===== src/rtl/uart_rx_param.sv =====
// uart_rx_param: oversampled UART receiver; define UART_RX_PARITY_EN to build the parity bit check
module uart_rx_param #(
    parameter int DATA_BITS  = 8,
    parameter int OVERSAMPLE = 16,
    parameter int STOP_BITS  = 1
) (
    input  logic                 clk,
    input  logic                 reset,
    input  logic                 sTick,
    input  logic                 rx,
    input  logic                 parityOdd,
    output logic                 rxDoneTick,
    output logic [DATA_BITS-1:0] dOut,
    output logic                 frameErr,
    output logic                 parityErr,
    output logic                 breakDet,
    output logic                 busy
);
    localparam int SW = $clog2(OVERSAMPLE);
    localparam int NW = $clog2(DATA_BITS);
    localparam logic [SW-1:0] S_MID = SW'(OVERSAMPLE / 2 - 1);
    localparam logic [SW-1:0] S_END = SW'(OVERSAMPLE - 1);
    localparam logic [NW-1:0] N_END = NW'(DATA_BITS - 1);
    typedef enum logic [2:0] {IDLE, START, DATA, PARITY, STOP, RECOVER} state_t;
`ifdef UART_RX_PARITY_EN
    localparam state_t AFTER_DATA = PARITY;
`else
    localparam state_t AFTER_DATA = STOP;
`endif
    state_t               state;
    logic [SW-1:0]        s;
    logic [NW-1:0]        n;
    logic                 stop_idx;
    logic                 stop_low;
    logic                 par;
    logic [DATA_BITS-1:0] sr;
    logic                 fe_next;
    logic                 pe_next;
    assign fe_next = stop_low | ~rx;
`ifdef UART_RX_PARITY_EN
    assign pe_next = ^{sr, par, parityOdd};
`else
    logic unused_parity;
    assign unused_parity = parityOdd;
    assign pe_next = 1'b0;
`endif
    assign busy = state != IDLE;
    always_ff @(posedge clk) begin
        rxDoneTick <= 1'b0;
        if (reset) begin
            state     <= IDLE;
            s         <= '0;
            n         <= '0;
            stop_idx  <= 1'b0;
            stop_low  <= 1'b0;
            par       <= 1'b0;
            sr        <= '0;
            dOut      <= '0;
            frameErr  <= 1'b0;
            parityErr <= 1'b0;
            breakDet  <= 1'b0;
        end else begin
            case (state)
                IDLE: if (!rx) begin
                    state <= START;
                    s     <= '0;
                end
                START: if (sTick) begin
                    if (s != S_MID) s <= s + SW'(1);
                    else if (rx) state <= IDLE;
                    else begin
                        state    <= DATA;
                        s        <= '0;
                        n        <= '0;
                        stop_idx <= 1'b0;
                        stop_low <= 1'b0;
                    end
                end
                DATA: if (sTick) begin
                    if (s != S_END) s <= s + SW'(1);
                    else begin
                        s  <= '0;
                        sr <= {rx, sr[DATA_BITS-1:1]};
                        if (n == N_END) state <= AFTER_DATA;
                        else n <= n + NW'(1);
                    end
                end
`ifdef UART_RX_PARITY_EN
                PARITY: if (sTick) begin
                    if (s != S_END) s <= s + SW'(1);
                    else begin
                        s     <= '0;
                        par   <= rx;
                        state <= STOP;
                    end
                end
`endif
                STOP: if (sTick) begin
                    if (s != S_END) s <= s + SW'(1);
                    else if (stop_idx != 1'(STOP_BITS - 1)) begin
                        s        <= '0;
                        stop_idx <= 1'b1;
                        stop_low <= fe_next;
                    end else begin
                        // completion sits mid-way through the last stop bit so the next start edge can resync
                        s          <= '0;
                        rxDoneTick <= 1'b1;
                        dOut       <= sr;
                        frameErr   <= fe_next;
                        parityErr  <= pe_next;
                        breakDet   <= (sr == '0) & ~par & fe_next;
                        state      <= fe_next ? RECOVER : IDLE;
                    end
                end
                RECOVER: if (rx) state <= IDLE;
                default: state <= IDLE;
            endcase
        end
    end
endmodule


===== config.mk =====
export PLATFORM = sky130hd
export DESIGN_NAME = uart_rx_param
export DESIGN_NICKNAME = d
export VERILOG_FILES = /design/src/rtl/uart_rx_param.sv
export SDC_FILE = /design/constraint.sdc
export NUM_CORES = 1
export LEC_CHECK = 0
export ABC_AREA = 0
export CAP_MARGIN = 0
export CORE_UTILIZATION = 45
export CTS_CLUSTER_DIAMETER = 120
export CTS_CLUSTER_SIZE = 12
export DETAILED_ROUTE_END_ITERATION = 7
export GPL_TIMING_DRIVEN = 0
export PLACE_DENSITY = 0.67
export SLEW_MARGIN = 30
export SYNTH_ARGS = -nofsm -noshare
export SYNTH_HDL_FRONTEND = slang
export SYNTH_SLANG_ARGS = --single-unit

===== constraint.sdc =====
create_clock -name clk -period 5.3 [get_ports clk]
set_clock_uncertainty 0.1 [all_clocks]
set_input_delay 0.795 -clock clk [delete_from_list [all_inputs] [get_ports clk]]
set_output_delay 0.795 -clock clk [all_outputs]
set_load 0.01 [all_outputs]

Yosys cells after proc, flatten, opt, wreduce, memory -nomap -nowiden
Index checks and enable logic that the tools add are counted.
Word-level totals
  bits of input ports: 5
  bits in registers: 31
Operators by class
  add/sub/neg operators: 2
  mux-type cells: 38
  reduce and logical (&&, ||, !) cells: 15
  bitwise gates (word level): 7
  equal/unequal tests: 21
Operators by type and width (number)
  two-way mux 3 bit: 17
  inequality test 2 bit, second input constant: 13
  two-way mux 4 bit: 5
  one-hot mux 3 bit (5 select lines): 1
  AND reduction 7 bit: 2
  one-hot mux 4 bit (3 select lines): 1
  two-way mux 1 bit: 10
  AND reduction 10 bit: 1
  == test 3 bit, second input constant: 3
  logical NOT 8 bit: 1
  one-hot mux 3 bit (2 select lines): 1
  AND reduction 3 bit: 2
  AND reduction 6 bit: 1
  nonzero test 3 bit: 2
  NOT 1 bit: 5
  adder 4 x 1 -> 4 bit, second input constant: 1
  inequality test 4 x 3 -> 1 bit, second input constant: 1
  inequality test 4 bit, second input constant: 1
  one-hot mux 1 bit (2 select lines): 2
  AND reduction 4 bit: 1
  nonzero test 2 bit: 2
  OR reduction 4 bit: 1
  adder 3 x 1 -> 3 bit, second input constant: 1
  == test 3 x 1 -> 1 bit, second input constant: 1
  7 further kinds: 7

Logic depth before layout (Yosys ltp)
  word-level depth: 7
  gate-level depth with buffers: 7
  depth with buffers taken out: 6

Worst setup path before layout
No wires, ideal clock.
  path kind: input to register
  start point: in sTick
  end point: reg s[2]
  slack: 3345 ps
  data arrival time: 1719 ps
  stages: 5
  buffers on the path: 0
  library setup time: 135 ps
  required time: 5065 ps
  cell sequence: inv_1 maj3_2 a2bb2oi_2 o311ai_0 o41ai_1
Between the ends
  longest elaborated chain between the ends: 2
Ends and longest elaborated chain
  from (decl): RTL line 9  | input logic sTick,
  inequality test 2 x 1 -> 1 bit (no source line) or inequality test 2 bit (tied branches)
  AND reduction 3 bit (no source line) *
  to (signal assigned): RTL line 69  | if (s != S_MID) s <= s + SW'(1);
  to (signal assigned): RTL line 80  | if (s != S_END) s <= s + SW'(1);
  to (signal assigned): RTL line 99  | if (s != S_END) s <= s + SW'(1);
  to (decl): RTL line 31  | logic [SW-1:0] s;
Mark *: on every way between the ends. The rest lies on a longest branch, timed or not.
A chain may end at the register's enable or synchronous reset.

Final worst setup path
  start point: reg state[0]
  end point: out busy
Between the ends
  longest elaborated chain between the ends: 1
Ends and longest elaborated chain
  from (decl): RTL line 30  | state_t state;
  from (signal assigned): RTL line 112  | state <= fe_next ? RECOVER : IDLE;
  nonzero test 3 bit: RTL line 47  | assign busy = state != IDLE;
  to (decl): RTL line 17  | output logic busy
No other way between the ends.

==> summary.md <==
| Metric | Value |
|---|---|
| Status | complete, no violations |
| Max Cap Viol | 0 |
| Top post-synthesis cells by area | dfxtp_1, mux2i_1, nor2_1, buf_6, a21oi_1 |
| Drt pass-1 iters | 4 |
| Synth warnings | 0 |
| #FFs+latches synth | 30 |
| Final Max Slew Viols | 0 |
| Routed Antenna Nets | 0 |
| Cts repair resizes | 0 |
| H-tree depth | 2 |
| Synth unique cells | 45 |
| Num CTS Buffers | 5 |
| 1st-iter DRT viols | 101 |
| Register-to-register setup slack | 3.35 ns |
| CP Capture Type | output port |
| Final min period | 2.490 ns |
| Maximum VDD drop | 0.0001456 V |
| Core area | 3103 um2 |
| Final setup fails | 0 |
| Vias in the first global route | 1184 |
| CP required | 4.41 ns |
| DIE WIDTH | 59.43 um |
| CTS tree | built |
| CP startpoint kind | flop |
| Die area | 3531 um2 |
| Async S/R FF share, synth | 0 |
| Starting density of the core | 0.4782 |
| Critical path type | reg2out |
| Leak | 0.7174 nW |
| Final cell count without fillers | 226 |
| Placed Instances | 219 |
| Sequential-to-total area share from yosys stat | 0.4047 |
| Hold slack | 0.3952 ns |
| Largest area contributor in the netlist | dfxtp_1 |
| Worst Hold Class | reg2reg |
| Initial antenna violation count | 0 |
| PnR Total Power | 481.5 uW |
| Clock-pin slew of the registers on the worst-case setup and hold paths | 0.08 ns |
| Num rows | 20 |
| Num ports | 18 |
| DRT Wirelength | 3108 um |
| Clock Latency Late Sink | 0.33 ns |
| Layout cell share with drive strength beyond 1 | 0.1374 |
| Final nets | 190 |
| Num Clock Sinks | 30 |
| Vias | 1228 |
| Area growth syn-to-layout | 18.63% |
| DP Area | 1679 um2 |
| Cell area after layout | 1760 um2 |
| RSZ-0062 raised after global routing | false |
| Maximum achievable frequency | 401.6 MHz |
| Grt total ovfl | 0 |
| Post-Syn Instances | 161 |
| Post-Syn Area per Cell | 9.217 um2 |
| Die height | 59.43 um |
| Antenna cells | 0 |
| Number of synthesized flops with an enable pin | 0 |
| Synth Flop Type | dfxtp_1 |
| First-pass GRT wire length | 5216 um |
| Final Hold Viols | 0 |
| Via-to-Cell Ratio | 5.434 |
| Drc violations | 0 |
| PortBufs | 14 |
| Mapped Area | 1484 um2 |
| Number of hold buffers added after CTS | 0 |
| DPL Wire Length | 2262 um |
| Synth top area share | 0.4047 |
| GRT Util Overall | 0.2015 |
| Power per cell area | 273.5 nW/um2 |
| Clock Tree Buf Depth | 2 |
| Setup TNS | 0 ns |
| Global placement routability congestion | 0.8603 |
| CTS Root Cell | clkbuf_4 |
| Pin count of the biggest net entering global routing | 11 |
| Register-to-Register Path Depth | 7 |
| Worst Path Arrival | 1.60 ns |
| Routed WL per cell | 13.75 um |
| Final period util | 0.4698 |
| Postcts setup bufs | 0 |
| Syn_nets | 169 |
| WHS Path Cells | 2 |
| Worst-path fanout max | 6 |
## logic make-up after synthesis
logic type	Yosys count	synth area share
AO/OA/AOI/OAI	25	0.1374
flip-flops	30	0.4047
buffers and inverters	17	0.07082
XOR/XNOR	2	0.01181
AND/OR/NAND/NOR	66	0.2319
adder cells (fa/ha/maj)	4	0.03289
multiplexers	16	0.1079
other	1	0.002527
## state kept, by name, indices dropped and copies added, names as in the netlist
register	count
dOut	8
sr	8
s	4
n	3
state	3
breakDet	1
frameErr	1
rxDoneTick	1
stop_low	1
## layer usage
metal	GRT usage	share of wire
met5	0	0
met4	0.07483	0.015
met3	0.07860	0.048
met2	0.3146	0.47
met1	0.2497	0.46
## cell type report
cell class              count  area (um2)
inverters                   5       18.77
flip-flops and latches     30       600.6
clock buffers               6       51.30
multi-input cells         114       778.2
clock inverters             1       30.03
repair buffers             14       140.1
well taps                  44       55.05
fillers                   316        1343
plain buffers              12       86.33
## worst paths after layout
path	endpoint	startpoint
setup / recovery	busy	state[0]$_SDFFE_PP0P_
hold / removal	n[2]$_SDFFE_PP0P_	n[2]$_SDFFE_PP0P_
setup reg to reg	breakDet$_SDFFE_PP0P_	s[0]$_SDFFE_PP0P_
hold reg to reg	n[2]$_SDFFE_PP0P_	n[2]$_SDFFE_PP0P_
## cells in the mapped netlist, types with 2 or more instances
library cell and number:
a21oi_1 8, nor2_1 23, or3_1 3, or4_1 2
o21ai_2 2, or2b_1 2, dfxtp_1 30, nand2b_1 5
buf_6 4, clkbuf_1 3, a221oi_1 2, nor2b_1 2
buf_2 3, nor4_1 2, inv_1 5, ha_1 3
nand2_1 9, mux2i_1 16, nand3_1 5, buf_4 2
o21ai_0 2, nor3_1 3, and3_1 3
## worst max-delay path, stage by stage, from the launching register on
cell and delay (ns):
dfxtp_1 0.37, or3_1 0.41, clkdlybuf4s50_1 0.49
## where the power goes
part | switching [mW] | total [mW] | internal (mW)
Clock | 0.0766 | 0.186 | 0.110
Sequential | 0.00441 | 0.234 | 0.229
Combinational | 0.0342 | 0.0614 | 0.0272
## placed cells by master (no fill, tap or decap), types with 2 or more instances in the layout
master	n
nand2b_1	5
a21oi_1	8
buf_6	4
clkbuf_4	5
nor2b_1	2
nand2_1	9
or3_1	3
o21ai_0	2
nor3_1	3
ha_1	3
or4_1	2
buf_2	3
buf_4	2
clkbuf_1	3
inv_1	5
a221oi_1	2
nor4_1	2
mux2i_1	16
or2b_1	2
dfxtp_1	30
o21ai_2	2
and3_1	3
nand3_1	5
nor2_1	23
clkdlybuf4s50_1	14
## stage by stage
step / setup slack [ns] / util
6_report: 2.810 / 0.5673
5_1_grt: 2.741 / 0.5673
2_1_floorplan: 3.345 / -
4_1_cts: 2.791 / 0.5673
3_3_place_gp: 2.651 / 0.5411
3_5_place_dp: 2.600 / 0.5411
No activity file was read; power rests on OpenSTA's default activity.
